**src/rtl/booth_multiplier_32_pkg.sv**
```systemverilog
// rtl/booth_multiplier_32_pkg.sv - radix-4 Booth digit encoding and triplet decode
package booth_multiplier_32_pkg;

  localparam int unsigned XW = 32;
  localparam int unsigned PW = 64;
  localparam int unsigned NUM_PP = 16;

  // Radix-4 Booth digit applied to the multiplicand
  typedef enum logic [2:0] {
    DIG_ZERO = 3'd0,
    DIG_P1   = 3'd1,
    DIG_P2   = 3'd2,
    DIG_M1   = 3'd3,
    DIG_M2   = 3'd4
  } digit_e;

  // Triplet {y[2i+1], y[2i], y[2i-1]} to its Booth digit
  function automatic digit_e decode_triplet(input logic [2:0] t);
    case (t)
      3'b001, 3'b010: return DIG_P1;
      3'b011:         return DIG_P2;
      3'b100:         return DIG_M2;
      3'b101, 3'b110: return DIG_M1;
      default:        return DIG_ZERO;
    endcase
  endfunction

endpackage

```
**src/rtl/adder_32.sv**
```systemverilog
// rtl/adder_32.sv - 32-bit carry-propagate adder slice
module adder_32 (
  input  logic [31:0] a_i,
  input  logic [31:0] b_i,
  input  logic        cin_i,
  output logic [31:0] sum_o,
  output logic        cout_o
);

  // Plain ripple/CPA add, tool picks the structure
  always_comb begin
    {cout_o, sum_o} = {1'b0, a_i} + {1'b0, b_i} + {32'd0, cin_i};
  end

endmodule

```
**src/rtl/bit_pair_recoder_32.sv**
```systemverilog
// rtl/bit_pair_recoder_32.sv - one Booth triplet to a sign-extended 64-bit partial product
module bit_pair_recoder_32
  import booth_multiplier_32_pkg::*;
(
  input  logic [XW-1:0] x_i,
  input  logic [2:0]    triplet_i,
  output logic [PW-1:0] pp_o
);

  logic [PW-1:0] x_ext;
  digit_e        digit;

  assign x_ext = {{(PW-XW){x_i[XW-1]}}, x_i};
  assign digit = decode_triplet(triplet_i);

  // Select digit multiple; 64-bit width keeps -2x exact for x = 0x80000000
  always_comb begin
    pp_o = '0;
    case (digit)
      DIG_P1:  pp_o = x_ext;
      DIG_P2:  pp_o = x_ext << 1;
      DIG_M1:  pp_o = -x_ext;
      DIG_M2:  pp_o = -(x_ext << 1);
      default: pp_o = '0;
    endcase
  end

endmodule

```
**src/rtl/reducer_64.sv**
```systemverilog
// rtl/reducer_64.sv - 64-bit 4:2 compressor built from two chained full-adder rows
module reducer_64
  import booth_multiplier_32_pkg::*;
(
  input  logic [PW-1:0] a_i,
  input  logic [PW-1:0] b_i,
  input  logic [PW-1:0] c_i,
  input  logic [PW-1:0] d_i,
  input  logic          cin_i,
  output logic [PW-1:0] sum_o,
  output logic [PW-1:0] carry_o,
  output logic          cout_o
);

  logic [PW-1:0] s1, c1, t, c2;

  // First row: a+b+c; second row: s1+d+carry from the first row of the bit below
  always_comb begin
    s1 = a_i ^ b_i ^ c_i;
    c1 = (a_i & b_i) | (a_i & c_i) | (b_i & c_i);
    t  = {c1[PW-2:0], cin_i};
    sum_o = s1 ^ d_i ^ t;
    c2 = (s1 & d_i) | (s1 & t) | (d_i & t);
    // carry_o is already aligned to its weight; bit 63 carries fall off
    carry_o = {c2[PW-2:0], 1'b0};
    cout_o  = c1[PW-1];
  end

endmodule

```
**src/rtl/booth_multiplier_32.sv**
```systemverilog
// rtl/booth_multiplier_32.sv - single-cycle radix-4 Booth signed 32x32 multiplier
module booth_multiplier_32
  import booth_multiplier_32_pkg::*;
(
  input  logic          clk,
  input  logic          reset,
  input  logic [XW-1:0] in_x,
  input  logic [XW-1:0] in_y,
  output logic [PW-1:0] out_product
);

  logic [XW:0]   y_ext;
  logic [PW-1:0] pp_raw [NUM_PP];
  logic [PW-1:0] pp     [NUM_PP];
  logic [PW-1:0] l1     [8];
  logic [PW-1:0] l2     [4];
  logic [PW-1:0] sum_v, carry_v;
  logic [3:0]    cout_l1;
  logic [1:0]    cout_l2;
  logic          cout_l3;
  logic [31:0]   lo_sum, hi_sum;
  logic          lo_cout, hi_cout;
  logic [PW-1:0] product_d, product_q;
  logic          unused_couts;

  // Implicit y[-1] = 0 below the multiplier
  assign y_ext = {in_y, 1'b0};

  for (genvar i = 0; i < NUM_PP; i++) begin : g_pp
    bit_pair_recoder_32 u_rec (
      .x_i      (in_x),
      .triplet_i(y_ext[2*i+2 -: 3]),
      .pp_o     (pp_raw[i])
    );
    assign pp[i] = pp_raw[i] << (2 * i);
  end

  for (genvar j = 0; j < 4; j++) begin : g_l1
    reducer_64 u_red (
      .a_i(pp[4*j]), .b_i(pp[4*j+1]), .c_i(pp[4*j+2]), .d_i(pp[4*j+3]),
      .cin_i(1'b0), .sum_o(l1[2*j]), .carry_o(l1[2*j+1]), .cout_o(cout_l1[j])
    );
  end

  for (genvar k = 0; k < 2; k++) begin : g_l2
    reducer_64 u_red (
      .a_i(l1[4*k]), .b_i(l1[4*k+1]), .c_i(l1[4*k+2]), .d_i(l1[4*k+3]),
      .cin_i(1'b0), .sum_o(l2[2*k]), .carry_o(l2[2*k+1]), .cout_o(cout_l2[k])
    );
  end

  reducer_64 u_red_l3 (
    .a_i(l2[0]), .b_i(l2[1]), .c_i(l2[2]), .d_i(l2[3]),
    .cin_i(1'b0), .sum_o(sum_v), .carry_o(carry_v), .cout_o(cout_l3)
  );

  adder_32 u_add_lo (
    .a_i(sum_v[31:0]), .b_i(carry_v[31:0]), .cin_i(1'b0),
    .sum_o(lo_sum), .cout_o(lo_cout)
  );

  adder_32 u_add_hi (
    .a_i(sum_v[63:32]), .b_i(carry_v[63:32]), .cin_i(lo_cout),
    .sum_o(hi_sum), .cout_o(hi_cout)
  );

  // Carries past bit 63 are meaningless modulo 2^64
  assign unused_couts = ^{cout_l1, cout_l2, cout_l3, hi_cout};

  assign product_d = {hi_sum, lo_sum};

  // Product register, cleared asynchronously
  always_ff @(posedge clk or posedge reset) begin
    if (reset) product_q <= '0;
    else       product_q <= product_d;
  end

  assign out_product = product_q;

endmodule

```
**config.mk**
```make
export PLATFORM = sky130hd
export DESIGN_NAME = booth_multiplier_32
export DESIGN_NICKNAME = d
export VERILOG_FILES = /design/src/rtl/booth_multiplier_32_pkg.sv /design/src/rtl/adder_32.sv /design/src/rtl/bit_pair_recoder_32.sv /design/src/rtl/reducer_64.sv /design/src/rtl/booth_multiplier_32.sv
export SDC_FILE = /design/constraint.sdc
export NUM_CORES = 2
export LEC_CHECK = 0
export BUFFER_PORTS_ARGS = -buffer_cell sky130_fd_sc_hd__buf_2
export CORE_UTILIZATION = 35
export CTS_CLUSTER_SIZE = 24
export DETAILED_ROUTE_END_ITERATION = 12
export PLACE_DENSITY_LB_ADDON = 0.2
export SYNTH_ARGS = -nofsm -noshare
export SYNTH_HDL_FRONTEND = slang
export SYNTH_SLANG_ARGS = --single-unit
```
**constraint.sdc**
```tcl
create_clock -name clk -period 1.6 [get_ports clk]
set_input_delay 0.08 -clock clk [delete_from_list [all_inputs] [get_ports clk]]
set_output_delay 0.08 -clock clk [all_outputs]
set_load 0.005 [all_outputs]
```
==> flow_summary.ini <==
[status]
outcome = finished with violations
violations = negative setup slack

[logic_synthesis]
async_flop_share = 1.00
synth_cell_types = 69
ys_warn_count = 0
ys_ff_latch = 64
yosysTopAreaCellShare = 0.313
syn_area_per_cell_um2 = 7.52
syn_nets = 6248
synth_ff_type = dfrtp_1
synth_area_um2 = 40800
synthTopCellsByArea = fa_1 31%, a21oi_1 6.9%, o21ai_0 5.9%
synth_edf_count = 0
yosysSeqAreaShare = 0.0393
yosysTopAreaCell = fa_1
synth_cells = 5421

[placed_design]
numPortBuffers = 129
place_ws_ns = -8.29
placed_cell_area_um2 = 52000
gp_congestion = 1.05
post-dp-hpwl_um = 209000

[hold_path]
hold_class = input port to flop
hold_depth = 4
min_from = in_y[0]
min_to = out_product[0]$_DFF_PP0_

[final_layout]
final_common_cell = buf_4
final_cell_mix = 1288 x buf_4, 626 x fa_1, 588 x inv_1, 531 x a21oi_1, 460 x nand2_1
drive_above_1_share = 0.289
design_area_um2 = 54100
nets = 7176
largest_reg_flops = 64
area_growth_pct = 32.7

[floorplan]
core-area_um2 = 115000
io_pins = 130
start_util = 0.355
dieArea_um2 = 118000
rows = 124
die_h_um = 343
die_w_um = 343

[clocking]
numCtsBuffers = 9
clk_pin_slew_ns = 0.07
clockBufferDepth = 2
cts_root_buf = clkbuf_16
h-tree-depth = 3
cts_tree = built
cts.sinks = 64

[timing]
finalWorstPathRequiredPeriod_ns = 8.79
tns_ns = -324.05
relSlewSlack = 0.362
setup_viol = 61
fin_crit_sh = 5.49
fmax_ghz = 0.114
timing.hold.ws_ns = 0.217
hold_viol_final = 0
rsz0062_at_grt = yes
slew_violations = 0
setup_slack_ns = -7.19
worst_slew_pin_slew_ns = 0.947

[worst_setup_path]
crit_path_frequent_cell = fa_1
critical-path-max-stage-delay_ns = 0.55
critPathMaxFanout = 4
cp-end-kind = flop
crit_path_top_delay_cell = fa_1
cp.arrival_ns = 9.12
crit_type = input port to flop
critPathLaunchType = input port
crit_required_ns = 1.93

[global_routing]
antenna_found_initial = 17
grt_overflow = 0
grtUsageTotal = 0.432
grt_max_degree = 39
grt_pass1_vias = 46932
grt_pass1_wl_um = 359000

[route]
post-route-drc-count = 0
ant_nets = 0
wl_per_cell_um = 32.7
viasPerCell = 6.16
totalWireLength_um = 257000
drt_first_pass_iters = 7
drtIter0Drc = 6775
vias = 48479

[flow_run]
cap_viol_max_count = 0
## cells in the mapped netlist (23+ instances only)
library cell	count
nor3_1	38
nand2_1	469
o221ai_1	51
xor2_1	82
inv_1	600
clkbuf_1	512
ha_1	123
dfrtp_1	64
mux2_2	36
buf_1	74
o22ai_1	137
a21oi_1	560
a2bb2oi_1	30
mux2i_1	53
xnor2_1	223
o21ai_0	484
o211ai_1	24
a21o_1	72
a221o_1	102
a22oi_1	102
nor2_1	447
a221oi_1	181
a31oi_1	83
and2_1	23
fa_1	638
## cells by family (layout without fill, tap and decap cells)
| logic type | Yosys count | count (layout) | share of synthesized area |
|---|---|---|---|
| AOI/OAI and AO/OA | 1922 | 1922 | 0.301 |
| xor gates and xnor gates | 306 | 306 | 0.0661 |
| adders and majority gates | 761 | 761 | 0.351 |
| buffers and inverters | 1198 | 2131 | 0.111 |
| DFF | 64 | 64 | 0.0393 |
| muxes | 89 | 89 | 0.0230 |
| other | 0 | 2 | 0 |
| and+or+nand+nor | 1081 | 1081 | 0.109 |
## worst max-delay path by stage
stage,start,to,cells past startpoint
5_1_grt,in_x[1],out_product[55]$_DFF_PP0_,41
4_1_cts,in_x[1],out_product[57]$_DFF_PP0_,40
6_report,in_x[1],out_product[63]$_DFF_PP0_,42
3_5_place_dp,in_x[5],out_product[63]$_DFF_PP0_,43
3_3_place_gp,in_x[0],out_product[63]$_DFF_PP0_,44
2_1_floorplan,in_x[0],out_product[63]$_DFF_PP0_,41
## timing repair
action,CTS,global route
endpoints found under the hold margin,64,0
gates resized for setup,197,90
setup endpoints to repair,61,61
pin swaps,49,74
buffers inserted,47,22
gates cloned,0,1
hold buffers,1,0
## area by class of cell
cell class | instances | area (um2)
Multi-Input combinational cell | 4159 | 36300
Fill cell | 11590 | 60800
Tap cell | 1512 | 1890
Antenna cell | 2 | 5.00
Sequential cell | 64 | 1600
Inverter | 607 | 2300
Clock buffer | 10 | 239
Clock inverter | 6 | 45.0
Timing Repair Buffer | 1508 | 11800
## worst max-delay path: cells and delay by family
kind / cells / cell delay (ns)
AO/OA/AOI/OAI: 16 / 2.34
adder cells (fa/ha/maj): 9 / 3.77
buffers and inverters: 8 / 0.67
XOR/XNOR: 2 / 0.42
AND/OR/NAND/NOR: 7 / 1.80
## through the flow
stage | instances | utilization
floorplan | 5421 | -
global placement | 7794 | 0.453
detailed placement | 7794 | 0.453
CTS | 7854 | 0.466
global route | 7866 | 0.471
finish | 7868 | 0.471
## layer usage
metal  global-route usage  wire length [um]  vias to the layer above
li1                     -                 -                    20414
met1                0.548             98400                    23853
met2                0.632            108000                     3349
met3                0.122             29600                      841
met4                0.297             21500                       22
met5                    0               145                        -
Power is left out: the tool's default activity adds up to more than one toggle a clock period on the data nets, which glitch-free logic cannot reach.
